**config.mk**
```make
export PLATFORM = sky130hd
export DESIGN_NAME = alu_mc
export DESIGN_NICKNAME = d
export VERILOG_FILES = /design/src/rtl/alu_mc_pkg.sv /design/src/rtl/mdu_iter.sv /design/src/rtl/alu_mc.sv
export SDC_FILE = /design/constraint.sdc
export NUM_CORES = 1
export LEC_CHECK = 0
export BUFFER_PORTS_ARGS = -buffer_cell sky130_fd_sc_hd__buf_4
export CORE_AREA = 3 3 260 262
export DETAILED_ROUTE_END_ITERATION = 8
export DIE_AREA = 0 0 263 265
export PLACE_DENSITY = 0.62
export REMOVE_ABC_BUFFERS = 1
export SLEW_MARGIN = 20
export SYNTH_ARGS = -nofsm -noshare
export SYNTH_HDL_FRONTEND = slang
export SYNTH_HIERARCHICAL = 1
export SYNTH_SLANG_ARGS = --single-unit
```
**constraint.sdc**
```tcl
create_clock -name clk -period 6.1 [get_ports clk]
set_input_delay 0.915 -clock clk [delete_from_list [all_inputs] [get_ports clk]]
set_output_delay 0.915 -clock clk [all_outputs]
set_load 0.01 [all_outputs]
```
**src/rtl/alu_mc_pkg.sv**
```systemverilog
// Shared definitions for the multi-cycle execute-stage ALU.
// Defines the operation codes (alu_op_e), the handshake FSM states
// (state_e), and small decode helpers that classify an operation code
// for the iterative multiply/divide unit. Operation codes arrive as raw
// 5-bit values, so the helpers take logic [4:0]. Undefined codes 18..31
// are then decoded without any out-of-range enum casts.
package alu_mc_pkg;

  typedef enum logic [4:0] {
    OP_ADD    = 5'd0,
    OP_SUB    = 5'd1,
    OP_AND    = 5'd2,
    OP_OR     = 5'd3,
    OP_XOR    = 5'd4,
    OP_SLT    = 5'd5,
    OP_SLTU   = 5'd6,
    OP_SLL    = 5'd7,
    OP_SRL    = 5'd8,
    OP_SRA    = 5'd9,
    OP_MUL    = 5'd10,
    OP_MULH   = 5'd11,
    OP_MULHSU = 5'd12,
    OP_MULHU  = 5'd13,
    OP_DIV    = 5'd14,
    OP_DIVU   = 5'd15,
    OP_REM    = 5'd16,
    OP_REMU   = 5'd17
  } alu_op_e;

  typedef enum logic [1:0] {
    IDLE,
    BUSY,
    DONE
  } state_e;

  function automatic logic is_mul(input logic [4:0] op);
    return (op == OP_MUL) || (op == OP_MULH) || (op == OP_MULHSU) || (op == OP_MULHU);
  endfunction

  function automatic logic is_div(input logic [4:0] op);
    return (op == OP_DIV) || (op == OP_DIVU) || (op == OP_REM) || (op == OP_REMU);
  endfunction

  function automatic logic is_signed_a(input logic [4:0] op);
    return (op == OP_MUL) || (op == OP_MULH) || (op == OP_MULHSU) ||
           (op == OP_DIV) || (op == OP_REM);
  endfunction

  function automatic logic is_signed_b(input logic [4:0] op);
    return (op == OP_MUL) || (op == OP_MULH) || (op == OP_DIV) || (op == OP_REM);
  endfunction

endpackage

```
**src/rtl/mdu_iter.sv**
```systemverilog
// Iterative radix-2 multiply/divide datapath, one bit per cycle.
// Ports:
//   clk, rst_n  clock and synchronous active-low reset
//   flush       abandon the operation in progress
//   start       load operands and begin XLEN iterations
//   op, a, b    operation code and operands, sampled on start
//   done        high during the final iteration cycle
//   res         sign-corrected final value, valid while done is high
// The unit works on operand magnitudes and applies the sign at the end.
// Multiply: {hi,lo} starts as {0, |b|}; each step adds |a| to hi when
// lo[0] is set, then shifts right. Divide: {rem,quo} starts as {0, |a|};
// each step shifts left and subtracts |b| if the remainder allows it.
module mdu_iter
  import alu_mc_pkg::*;
#(
  parameter int XLEN = 32
) (
  input  logic            clk,
  input  logic            rst_n,
  input  logic            flush,
  input  logic            start,
  input  logic [4:0]      op,
  input  logic [XLEN-1:0] a,
  input  logic [XLEN-1:0] b,
  output logic            done,
  output logic [XLEN-1:0] res
);

  localparam int CW = $clog2(XLEN) + 1;

  logic [2*XLEN-1:0] acc;
  logic [XLEN-1:0]   opd;
  logic [CW-1:0]     cnt;
  logic              running;
  logic              mul_mode;
  logic              hi_sel;
  logic              rem_sel;
  logic              neg_main;
  logic              neg_rem;

  logic              sa, sb;
  logic [XLEN-1:0]   ma, mb;
  logic [XLEN:0]     mul_sum;
  logic [XLEN:0]     rem_shift;
  logic [XLEN:0]     div_diff;
  logic [2*XLEN-1:0] acc_next;
  logic [2*XLEN-1:0] prod;
  logic [XLEN-1:0]   quo, remv;

  assign sa = is_signed_a(op) & a[XLEN-1];
  assign sb = is_signed_b(op) & b[XLEN-1];
  assign ma = sa ? -a : a;
  assign mb = sb ? -b : b;

  // One iteration step for whichever operation is loaded. The carry out of
  // mul_sum becomes the new top bit after the right shift. div_diff bit
  // XLEN is set exactly when the trial subtraction went negative.
  always_comb begin
    mul_sum   = {1'b0, acc[2*XLEN-1:XLEN]} + (acc[0] ? {1'b0, opd} : '0);
    rem_shift = {acc[2*XLEN-1:XLEN], acc[XLEN-1]};
    div_diff  = rem_shift - {1'b0, opd};
    acc_next  = '0;
    if (mul_mode) begin
      acc_next = {mul_sum, acc[XLEN-1:1]};
    end else if (div_diff[XLEN]) begin
      acc_next = {rem_shift[XLEN-1:0], acc[XLEN-2:0], 1'b0};
    end else begin
      acc_next = {div_diff[XLEN-1:0], acc[XLEN-2:0], 1'b1};
    end
  end

  // Sign correction applied to the value the final iteration produces.
  always_comb begin
    prod = neg_main ? -acc_next : acc_next;
    quo  = acc_next[XLEN-1:0];
    remv = acc_next[2*XLEN-1:XLEN];
    if (mul_mode) begin
      res = hi_sel ? prod[2*XLEN-1:XLEN] : prod[XLEN-1:0];
    end else if (rem_sel) begin
      res = neg_rem ? -remv : remv;
    end else begin
      res = neg_main ? -quo : quo;
    end
  end

  assign done = running && (cnt == CW'(1));

  always_ff @(posedge clk) begin
    if (!rst_n) begin
      acc      <= '0;
      opd      <= '0;
      cnt      <= '0;
      running  <= 1'b0;
      mul_mode <= 1'b0;
      hi_sel   <= 1'b0;
      rem_sel  <= 1'b0;
      neg_main <= 1'b0;
      neg_rem  <= 1'b0;
    end else if (flush) begin
      running <= 1'b0;
      cnt     <= '0;
    end else if (start) begin
      running  <= 1'b1;
      cnt      <= CW'(XLEN);
      mul_mode <= is_mul(op);
      hi_sel   <= (op != OP_MUL);
      rem_sel  <= (op == OP_REM) || (op == OP_REMU);
      neg_main <= sa ^ sb;
      neg_rem  <= sa;
      if (is_mul(op)) begin
        acc <= {{XLEN{1'b0}}, mb};
        opd <= ma;
      end else begin
        acc <= {{XLEN{1'b0}}, ma};
        opd <= mb;
      end
    end else if (running) begin
      acc <= acc_next;
      cnt <= cnt - CW'(1);
      if (cnt == CW'(1)) begin
        running <= 1'b0;
      end
    end
  end

endmodule

```
**src/rtl/alu_mc.sv**
```systemverilog
// Multi-cycle execute-stage ALU with valid/ready handshakes on both sides.
// Ports:
//   clk, rst_n            clock and synchronous active-low reset
//   in_valid, in_ready    request handshake (in_ready high only in IDLE)
//   op, a, b              operation code and operands, latched on accept
//   flush                 abort whatever is in flight
//   out_valid, out_ready  result handshake
//   result                registered result
//   busy                  an iterative multiply/divide is in progress
// Base operations complete in one cycle. Division by zero and the signed
// overflow case also complete in one cycle, because their answers are
// fixed. Every other multiply or divide runs through mdu_iter.
module alu_mc
  import alu_mc_pkg::*;
#(
  parameter  int XLEN = 32,
  localparam int SHW  = $clog2(XLEN)
) (
  input  logic            clk,
  input  logic            rst_n,
  input  logic            in_valid,
  output logic            in_ready,
  input  logic [4:0]      op,
  input  logic [XLEN-1:0] a,
  input  logic [XLEN-1:0] b,
  input  logic            flush,
  output logic            out_valid,
  input  logic            out_ready,
  output logic [XLEN-1:0] result,
  output logic            busy
);

  localparam logic [XLEN-1:0] MIN_NEG = {1'b1, {(XLEN-1){1'b0}}};

  state_e          state;
  logic [SHW-1:0]  shamt;
  logic [XLEN-1:0] base_res;
  logic            div_zero;
  logic            div_ovf;
  logic            needs_iter;
  logic            mdu_start;
  logic            mdu_done;
  logic [XLEN-1:0] mdu_res;

  assign shamt      = b[SHW-1:0];
  assign div_zero   = is_div(op) && (b == '0);
  assign div_ovf    = ((op == OP_DIV) || (op == OP_REM)) && (a == MIN_NEG) && (b == '1);
  assign needs_iter = is_mul(op) || (is_div(op) && !div_zero && !div_ovf);
  assign mdu_start  = (state == IDLE) && in_valid && !flush && needs_iter;

  // Single-cycle results. The divide entries only matter for the fixed
  // corner cases; the iterative path supplies every other divide result.
  always_comb begin
    base_res = '0;
    case (op)
      OP_ADD:  base_res = a + b;
      OP_SUB:  base_res = a - b;
      OP_AND:  base_res = a & b;
      OP_OR:   base_res = a | b;
      OP_XOR:  base_res = a ^ b;
      OP_SLT:  base_res = {{(XLEN-1){1'b0}}, $signed(a) < $signed(b)};
      OP_SLTU: base_res = {{(XLEN-1){1'b0}}, a < b};
      OP_SLL:  base_res = a << shamt;
      OP_SRL:  base_res = a >> shamt;
      OP_SRA:  base_res = $signed(a) >>> shamt;
      OP_DIV, OP_DIVU: begin
        if (div_zero)     base_res = '1;
        else if (div_ovf) base_res = a;
      end
      OP_REM, OP_REMU: begin
        if (div_zero)     base_res = a;
        else if (div_ovf) base_res = '0;
      end
      default: base_res = '0;
    endcase
  end

  mdu_iter #(
    .XLEN(XLEN)
  ) u_mdu (
    .clk  (clk),
    .rst_n(rst_n),
    .flush(flush),
    .start(mdu_start),
    .op   (op),
    .a    (a),
    .b    (b),
    .done (mdu_done),
    .res  (mdu_res)
  );

  // Handshake FSM with registered outputs. Flush takes priority over any
  // accept or result handoff in the same cycle.
  always_ff @(posedge clk) begin
    if (!rst_n) begin
      state     <= IDLE;
      in_ready  <= 1'b1;
      out_valid <= 1'b0;
      busy      <= 1'b0;
      result    <= '0;
    end else if (flush) begin
      state     <= IDLE;
      in_ready  <= 1'b1;
      out_valid <= 1'b0;
      busy      <= 1'b0;
    end else begin
      case (state)
        IDLE: begin
          if (in_valid) begin
            in_ready <= 1'b0;
            if (needs_iter) begin
              state <= BUSY;
              busy  <= 1'b1;
            end else begin
              state     <= DONE;
              result    <= base_res;
              out_valid <= 1'b1;
            end
          end
        end
        BUSY: begin
          if (mdu_done) begin
            state     <= DONE;
            result    <= mdu_res;
            out_valid <= 1'b1;
            busy      <= 1'b0;
          end
        end
        DONE: begin
          if (out_ready) begin
            state     <= IDLE;
            out_valid <= 1'b0;
            in_ready  <= 1'b1;
          end
        end
        default: begin
          state     <= IDLE;
          in_ready  <= 1'b1;
          out_valid <= 1'b0;
          busy      <= 1'b0;
        end
      endcase
    end
  end

endmodule

```
==> results.py, run 1 <==
metrics = {
    "grt": {
        "grt_max_degree": 65,
        "grt_first_pass_wirelength_um": 189000,
        "global_route.usage.total": 0.357,
        "global_route.overflow_total": 0,
        "grt_antenna_before_repair": 5,
        "first_global_vias": 28600,
    },
    "route": {
        "drc": 0,
        "num_vias": 30800,
        "finalWirelength_um": 130000,
        "vias_per_cell": 6.76,
        "postRouteAntennaNets": 0,
        "dr.first_iter.drc_count": 3764,
        "drt_pre_antenna_iters": 6,
        "wire_per_inst_um": 28.5,
    },
    "synth": {
        "synthDistinctLibCells": 114,
        "synth_cells": 3725,
        "ys.flop_type": "sky130_fd_sc_hd__dfxtp_1",
        "ys_seq_area_frac": 0.111,
        "synth-warning-count": 6,
        "mappedNetlistArea_um2": 26100,
        "synth_area_per_inst_um2": 7.01,
        "postSynthRegisterBits": 145,
        "synth_edf_count": 0,
        "async_reset_ff_frac": 0,
    },
    "timing": {
        "grt_setup_unrepaired": "no",
        "maxSlewViolCount": 0,
        "worst_slew_pin_slew_ns": 1.26,
        "max-slew-margin-rel": 0.162,
        "timing_hold_violations_final": 0,
        "finalWorstSetupSlack_ns": 0.339,
        "final.period_utilization": 0.944,
        "hold-worst-slack_ns": 0.465,
        "finalCriticalPeriod_ns": 5.76,
        "fmaxAchievable_mhz": 174,
        "clock_skew_ns": 0.0365,
        "finalSetupViolCount": 0,
    },
    "setup_path": {
        "critPathCaptureType": "flop",
        "rrSetupSlack_ns": 0.34,
        "rr_worst_depth": 25,
        "setup.worst_path.start": "u_mdu/acc[31]",
        "critical_path.max_stage_delay_ns": 0.52,
        "sum_of_buffers_and_inverters_on_the_critical_path": 4,
        "critical_path_depth": 25,
        "worstSetupEndpoint": "result[0]",
        "worst_path_max_delay_cell": "sky130_fd_sc_hd__a2111oi_0",
        "worst_r2r_startpoint": "u_mdu/acc[31]",
        "worst-endpoint-arrival_ns": 6.12,
        "cp_data_required_time_ns": 6.46,
        "startpoint_type": "flop",
        "r2r-end": "result[0]",
        "worst_path_dominant_cell_family": "compound AO/OA/AOI/OAI gates",
        "worstSetupPathType": "flop to flop",
        "crit_fanout": 7,
    },
    "clock_network": {
        "clk-insertion-delay-late_ns": 0.51,
        "clock_tree.buffer_depth": 2,
        "cts.sink_count": 145,
        "ctsHtreeMaxLevel": 4,
        "clkTransAtPathRegs_ns": 0.07,
        "post_cts_setup_buffers": 0,
        "clock-root-buffer": "sky130_fd_sc_hd__clkbuf_16",
        "tritoncts": "yes",
        "numCtsBuffers": 17,
    },
    "die": {
        "die_x_um": 263,
        "core_region_area_um2": 65600,
        "rows": 94,
        "io_pins": 109,
        "start_util": 0.398,
        "die_area_um2": 69700,
        "die_h_um": 265,
    },
    "pwr": {
        "irDropWorstVdd_uv": 184,
        "p_per_area_nw_per_um2": 161,
        "power.total_mw": 4.57,
        "power.leakage_nw": 11.2,
    },
    "final_layout": {
        "mostFrequentLayoutCell": "sky130_fd_sc_hd__nand2_1",
        "final_layout_size_suffix_gt1_frac": 0.115,
        "finish.net_count": 3937,
        "final_design_area_no_fill_um2": 28400,
        "fin_cells": 4564,
        "area_growth_syn_to_layout_pct": 8.72,
        "layout.cells.most_common_list": "421 x sky130_fd_sc_hd__nand2_1, 298 x sky130_fd_sc_hd__nor2_1, 292 x sky130_fd_sc_hd__a21oi_1, 265 x sky130_fd_sc_hd__o21ai_0, 236 x sky130_fd_sc_hd__buf_4",
    },
    "min_path": {
        "hold_path_class": "flop to flop",
        "min-delay-start": "busy",
    },
    "placement": {
        "gp_congestion": 1.05,
        "hpwlAfterDp_um": 98000,
        "port_buffers": 108,
        "post-place-cells": 4529,
        "worst_slack_at_placement_ns": 0.0939,
        "dpl-instance-area_um2": 27700,
    },
    "flow_run": {
        "drv_cap": 0,
    },
    "run_status": {
        "outcome": "finished, final reports clean",
    },
}
worst reg2reg max path, cell delays in order, from the launching register on:
cell and delay (ns):
sky130_fd_sc_hd__dfxtp_1 0.31, sky130_fd_sc_hd__inv_1 0.07, sky130_fd_sc_hd__ha_1 0.16, sky130_fd_sc_hd__inv_1 0.05, sky130_fd_sc_hd__fa_1 0.44, sky130_fd_sc_hd__a211oi_2 0.28, sky130_fd_sc_hd__o211a_1 0.24, sky130_fd_sc_hd__a2bb2oi_2 0.23
sky130_fd_sc_hd__a211o_1 0.23, sky130_fd_sc_hd__nand3_1 0.17, sky130_fd_sc_hd__a31oi_2 0.32, sky130_fd_sc_hd__ha_1 0.24, sky130_fd_sc_hd__o21ai_0 0.11, sky130_fd_sc_hd__nor3_1 0.26, sky130_fd_sc_hd__nand2b_1 0.13, sky130_fd_sc_hd__nand2b_1 0.32
sky130_fd_sc_hd__or3_1 0.46, sky130_fd_sc_hd__buf_4 0.19, sky130_fd_sc_hd__nand2_1 0.09, sky130_fd_sc_hd__xnor2_1 0.06, sky130_fd_sc_hd__mux2_2 0.26, sky130_fd_sc_hd__nand2_1 0.06, sky130_fd_sc_hd__o21ai_0 0.20, sky130_fd_sc_hd__a2111oi_0 0.52
sky130_fd_sc_hd__buf_4 0.19, sky130_fd_sc_hd__a21oi_1 0.06
worst min-delay path by stage:
stage                    endpoint  slack, ns  cells past startpoint
detailed placement           busy       0.46                      2
global placement             busy       0.46                      2
floorplan           u_mdu/opd[10]       0.45                      2
finish                       busy       0.47                      2
global route        u_mdu/opd[29]       0.50                      2
CTS                          busy       0.47                      2
sequential cells by signal (all words and copies together) (netlist names):
register        cells
u_mdu/neg_main      1
u_mdu/cnt           6
u_mdu/acc          64
state               2
out_valid           1
u_mdu/rem_sel       1
in_ready            1
u_mdu/hi_sel        1
u_mdu/neg_rem       1
u_mdu/opd          32
busy                1
result             32
u_mdu/mul_mode      1
u_mdu/running       1
repair_timing:
action                                 4_1_cts  5_1_grt
gates resized for setup                      0       13
hold buffers                                 0        0
endpoints found under the hold margin        0        0
setup endpoints to repair                    0        8
metrics by stage:
stage	TNS, ns	util
after global placement	0	0.422
after floorplan	-31.32	-
after global routing	0	0.432
after CTS	0	0.431
final	0	0.432
after detailed placement	0	0.422
cell usage after synthesis (all sizes together), types with 37 or more instances:
cell type  count  area [µm²]
mux2i        102        1020
o21ai        287        1450
ha           174        2180
nor2b         51         319
nor2         305        1150
nand2b        42         263
o31ai         37         283
xor2          72         631
xnor2        136        1190
a31oi         47         300
nand3         87         435
dfxtp        145        2900
buf          100         579
a211oi        60         470
mux4          47        1090
nor4          46         313
a22oi         44         335
and2          68         425
nand2        422        1580
a21oi        294        1490
a221oi        50         450
inv          165         619
nand4         54         338
clkbuf       196         739
o211ai       108         811
nor3          90         478
power by group:
part / switching (mW) / internal [mW] / leakage, nW / total, mW
Clock: 0.498 / 0.623 / 0.283 / 1.12
Sequential: 0.0235 / 0.971 / 1.17 / 0.994
Combinational: 1.62 / 0.837 / 9.74 / 2.46
Total: 2.14 / 2.43 / 11.2 / 4.57
layer usage:
layer | share of wire | wire length [µm] | track usage
met2 | 0.44 | 56900 | 0.564
met4 | 0.083 | 10800 | 0.247
met3 | 0.098 | 12800 | 0.0805
met1 | 0.38 | 49600 | 0.431
met5 | 0.00018 | 24 | 0
cells by family after synthesis:
group / count (synthesis) / synth area share
XOR/XNOR: 208 / 0.0698
AO/OA/AOI/OAI: 1238 / 0.317
adder cells (fa/ha/maj): 178 / 0.0865
buffers and inverters: 462 / 0.0744
multiplexers: 180 / 0.0942
flip-flops: 145 / 0.111
AND/OR/NAND/NOR: 1314 / 0.247
layout make-up:
cell class	count	area (µm²)
clock buffer	20	457
sequential	145	2910
multi-input combinational	3118	21400
antenna	2	5.00
timing repair buffer	237	1790
fill	6928	37200
tap	864	1080
inverter	166	623
clock inverter	12	133
No activity file was read; power rests on OpenSTA's default activity.
==> run 2, diff against run 1 <==
--- a/config.mk
+++ b/config.mk
@@ -6,10 +6,11 @@
 export NUM_CORES = 1
 export LEC_CHECK = 0
 export BUFFER_PORTS_ARGS = -buffer_cell sky130_fd_sc_hd__buf_4
-export CORE_AREA = 3 3 260 262
+export CORE_AREA = 3 3 278 280
 export DETAILED_ROUTE_END_ITERATION = 8
-export DIE_AREA = 0 0 263 265
-export PLACE_DENSITY = 0.62
+export DIE_AREA = 0 0 281 283
+export GPL_TIMING_DRIVEN = 1
+export PLACE_DENSITY = 0.57
 export REMOVE_ABC_BUFFERS = 1
 export SLEW_MARGIN = 20
 export SYNTH_ARGS = -nofsm -noshare
==> run 2 against run 1 <==
Net effect: global-route usage shrank 3.5 points; sequential power grew 0.4%; total power grew 0.73%; sequential share of layout area shrank 0.10 points; cell count grew 2.6%; final area grew 1.0%; worst setup slack lost 0.11 ns; combinational power grew 2%; register-to-register slack lost 0.11 ns; flip-flop and latch count is the same; non-clock buffer count grew 15; routed wire length grew 2.2%; critical endpoint is now result[26]; largest power group unchanged; highest routed layer unchanged.
==> results.py, run 2 (synthesis results as in run 1) <==
metrics = {
    "die": {
        "rows": 100,
        "die_area_um2": 79500,
        "start_util": 0.349,
        "die_x_um": 281,
        "io_pins": 109,
        "die_h_um": 283,
        "core_region_area_um2": 74700,
    },
    "pwr": {
        "power.total_mw": 4.61,
        "power.leakage_nw": 11.3,
        "swShare": 0.473,
        "p_per_area_nw_per_um2": 161,
        "p_seq_frac": 0.217,
        "combinationalPowerShare": 0.543,
        "irDropWorstVdd_uv": 204,
        "power.internal_mw": 2.43,
        "p_sw_mw": 2.18,
        "clockPowerShare": 0.240,
    },
    "clock_network": {
        "numCtsBuffers": 17,
        "clock_tree.buffer_depth": 2,
        "clock-root-buffer": "sky130_fd_sc_hd__clkbuf_16",
        "clk-insertion-delay-late_ns": 0.49,
        "clkTransAtPathRegs_ns": 0.08,
        "cts.sink_count": 145,
        "tritoncts": "yes",
        "ctsHtreeMaxLevel": 4,
    },
    "final_layout": {
        "register_ranked_first_by_flip_flop_count": "u_mdu/acc",
        "fin_cells": 4682,
        "mostFrequentLayoutCell": "sky130_fd_sc_hd__nand2_1",
        "finish.net_count": 3952,
        "antenna_cells_inserted": 0,
        "layout.cells.most_common_list": "419 x sky130_fd_sc_hd__nand2_1, 300 x sky130_fd_sc_hd__nor2_1, 292 x sky130_fd_sc_hd__a21oi_1, 267 x sky130_fd_sc_hd__o21ai_0, 247 x sky130_fd_sc_hd__buf_4",
        "area_growth_syn_to_layout_pct": 9.84,
        "top_flop_regs": "u_mdu/acc (64), result (32), u_mdu/opd (32)",
        "final_layout_size_suffix_gt1_frac": 0.119,
        "largest_reg_flops": 64,
    },
    "placement": {
        "worst_slack_at_placement_ns": 0.00172,
        "post-place-cells": 4646,
        "gp_congestion": 1.09,
        "port_buffers": 108,
        "hpwlAfterDp_um": 102000,
    },
    "setup_path": {
        "path_cells": "inv_1 > ha_1 > inv_1 > fa_1 > a211oi_2 > o211a_1 > a2bb2oi_2 > a211oi_2 > nor3_4 > nor2_2 > buf_4 > a2111o_1 > or4_4 > or4_4 > nor3_2 > a21oi_1 > or4_1 > nand2_1 > nand3_1 > a211oi_1 > a31oi_1",
        "crit_fanout": 10,
        "worstSetupPathType": "flop to flop",
        "worst_path_max_delay_cell": "sky130_fd_sc_hd__or4_1",
        "worst-endpoint-arrival_ns": 6.25,
        "startpoint_type": "flop",
        "critPathCaptureType": "flop",
        "cp_data_required_time_ns": 6.48,
        "sum_of_buffers_and_inverters_on_the_critical_path": 3,
        "worst_path_dominant_cell_family": "simple AND/OR/NAND/NOR gates",
        "critical_path.max_stage_delay_ns": 0.62,
    },
    "route": {
        "postRouteAntennaNets": 0,
        "finalWirelength_um": 133000,
        "dr.first_iter.drc_count": 3812,
        "wire_per_inst_um": 28.4,
        "vias_per_cell": 6.53,
        "drt_pre_antenna_iters": 6,
        "drc": 0,
        "num_vias": 30600,
    },
    "timing": {
        "timing_hold_violations_final": 0,
        "finalSetupTns_ns": 0,
        "finalWorstSetupSlack_ns": 0.231,
        "fmaxAchievable_mhz": 170,
        "hold-worst-slack_ns": 0.468,
        "final.period_utilization": 0.962,
        "maxSlewViolCount": 0,
        "grt_setup_unrepaired": "yes",
        "finalCriticalPeriod_ns": 5.87,
        "clock_skew_ns": 0.0176,
        "worst_slew_pin_slew_ns": 1.30,
        "finalSetupViolCount": 0,
        "max-slew-margin-rel": 0.127,
    },
    "grt": {
        "grt_antenna_before_repair": 5,
        "global_route.usage.total": 0.322,
        "global_route.overflow_total": 0,
        "grt_first_pass_wirelength_um": 192000,
        "first_global_vias": 28600,
        "grt_max_degree": 72,
    },
    "run_status": {
        "outcome": "finished, final reports clean",
    },
    "min_path": {
        "hold_path_class": "flop to flop",
    },
    "flow_run": {
        "drv_cap": 0,
    },
}
-- run 2: cell types whose count changed in the layout (fill, tap and decap cells not counted), moves of 3 or more --
cell,change
sky130_fd_sc_hd__nor2_2,-3
sky130_fd_sc_hd__buf_12,+4
sky130_fd_sc_hd__nand2_2,+3
sky130_fd_sc_hd__buf_4,+11
-- run 2: cell type report --
cell class	instances	area, µm²
clock inverters	12	136
flip-flops and latches	145	2910
inverters	166	623
multi-input cells	3118	21400
well taps	969	1210
clock buffers	20	437
repair buffers	252	1950
fillers	7977	46000
-- run 2: path summary, 6_finish.rpt --
path | from | to | slack [ns] | depth (start not counted)
worst max-delay path | u_mdu/acc[31] | result[26] | 0.23 | 21
worst min-delay path | busy | busy | 0.47 | 2
worst max register to register | u_mdu/acc[31] | result[26] | 0.23 | 21
worst min register to register | busy | busy | 0.47 | 2
-- run 2: per-layer routing --
metal,vias to the layer above,global-route usage,part of all wire
li1,13800,-,-
met1,14500,0.401,0.39
met2,1811,0.493,0.43
met3,468,0.0798,0.10
met4,10,0.206,0.076
met5,-,0,0.00047
-- run 2: worst register-to-register path: stages, from the launching register on --
cell and delay, ns:
sky130_fd_sc_hd__dfxtp_1 0.38, sky130_fd_sc_hd__inv_1 0.13, sky130_fd_sc_hd__ha_1 0.16, sky130_fd_sc_hd__inv_1 0.05
sky130_fd_sc_hd__fa_1 0.45, sky130_fd_sc_hd__a211oi_2 0.32, sky130_fd_sc_hd__o211a_1 0.23, sky130_fd_sc_hd__a2bb2oi_2 0.21
sky130_fd_sc_hd__a211oi_2 0.15, sky130_fd_sc_hd__nor3_4 0.37, sky130_fd_sc_hd__nor2_2 0.10, sky130_fd_sc_hd__buf_4 0.19
sky130_fd_sc_hd__a2111o_1 0.46, sky130_fd_sc_hd__or4_4 0.57, sky130_fd_sc_hd__or4_4 0.56, sky130_fd_sc_hd__nor3_2 0.20
sky130_fd_sc_hd__a21oi_1 0.08, sky130_fd_sc_hd__or4_1 0.62, sky130_fd_sc_hd__nand2_1 0.11, sky130_fd_sc_hd__nand3_1 0.10
sky130_fd_sc_hd__a211oi_1 0.24, sky130_fd_sc_hd__a31oi_1 0.10
-- run 2: repair_timing --
action | 4_1_cts | 5_1_grt
gates resized for setup | 2 | 14
pin swaps | 0 | 2
buffers inserted | 0 | 4
hold buffers | 0 | 0
endpoints found under the setup margin | 2 | 16
-- run 2: metrics by stage --
step | utilization | area (µm²)
after floorplan | - | 24800
after global placement | 0.374 | 28000
after detailed placement | 0.374 | 28000
after CTS | 0.382 | 28600
after global routing | 0.384 | 28700
final | 0.384 | 28700
-- run 2: power groups by stage --
stage,Clock (mW),Combinational (mW),Sequential [mW]
CTS,1.13,2.38,0.997
global route,1.16,2.63,0.999
finish,1.11,2.50,0.998
detailed placement,0,2.37,1.02
global placement,0,2.37,1.02
floorplan,0,1.35,1.02
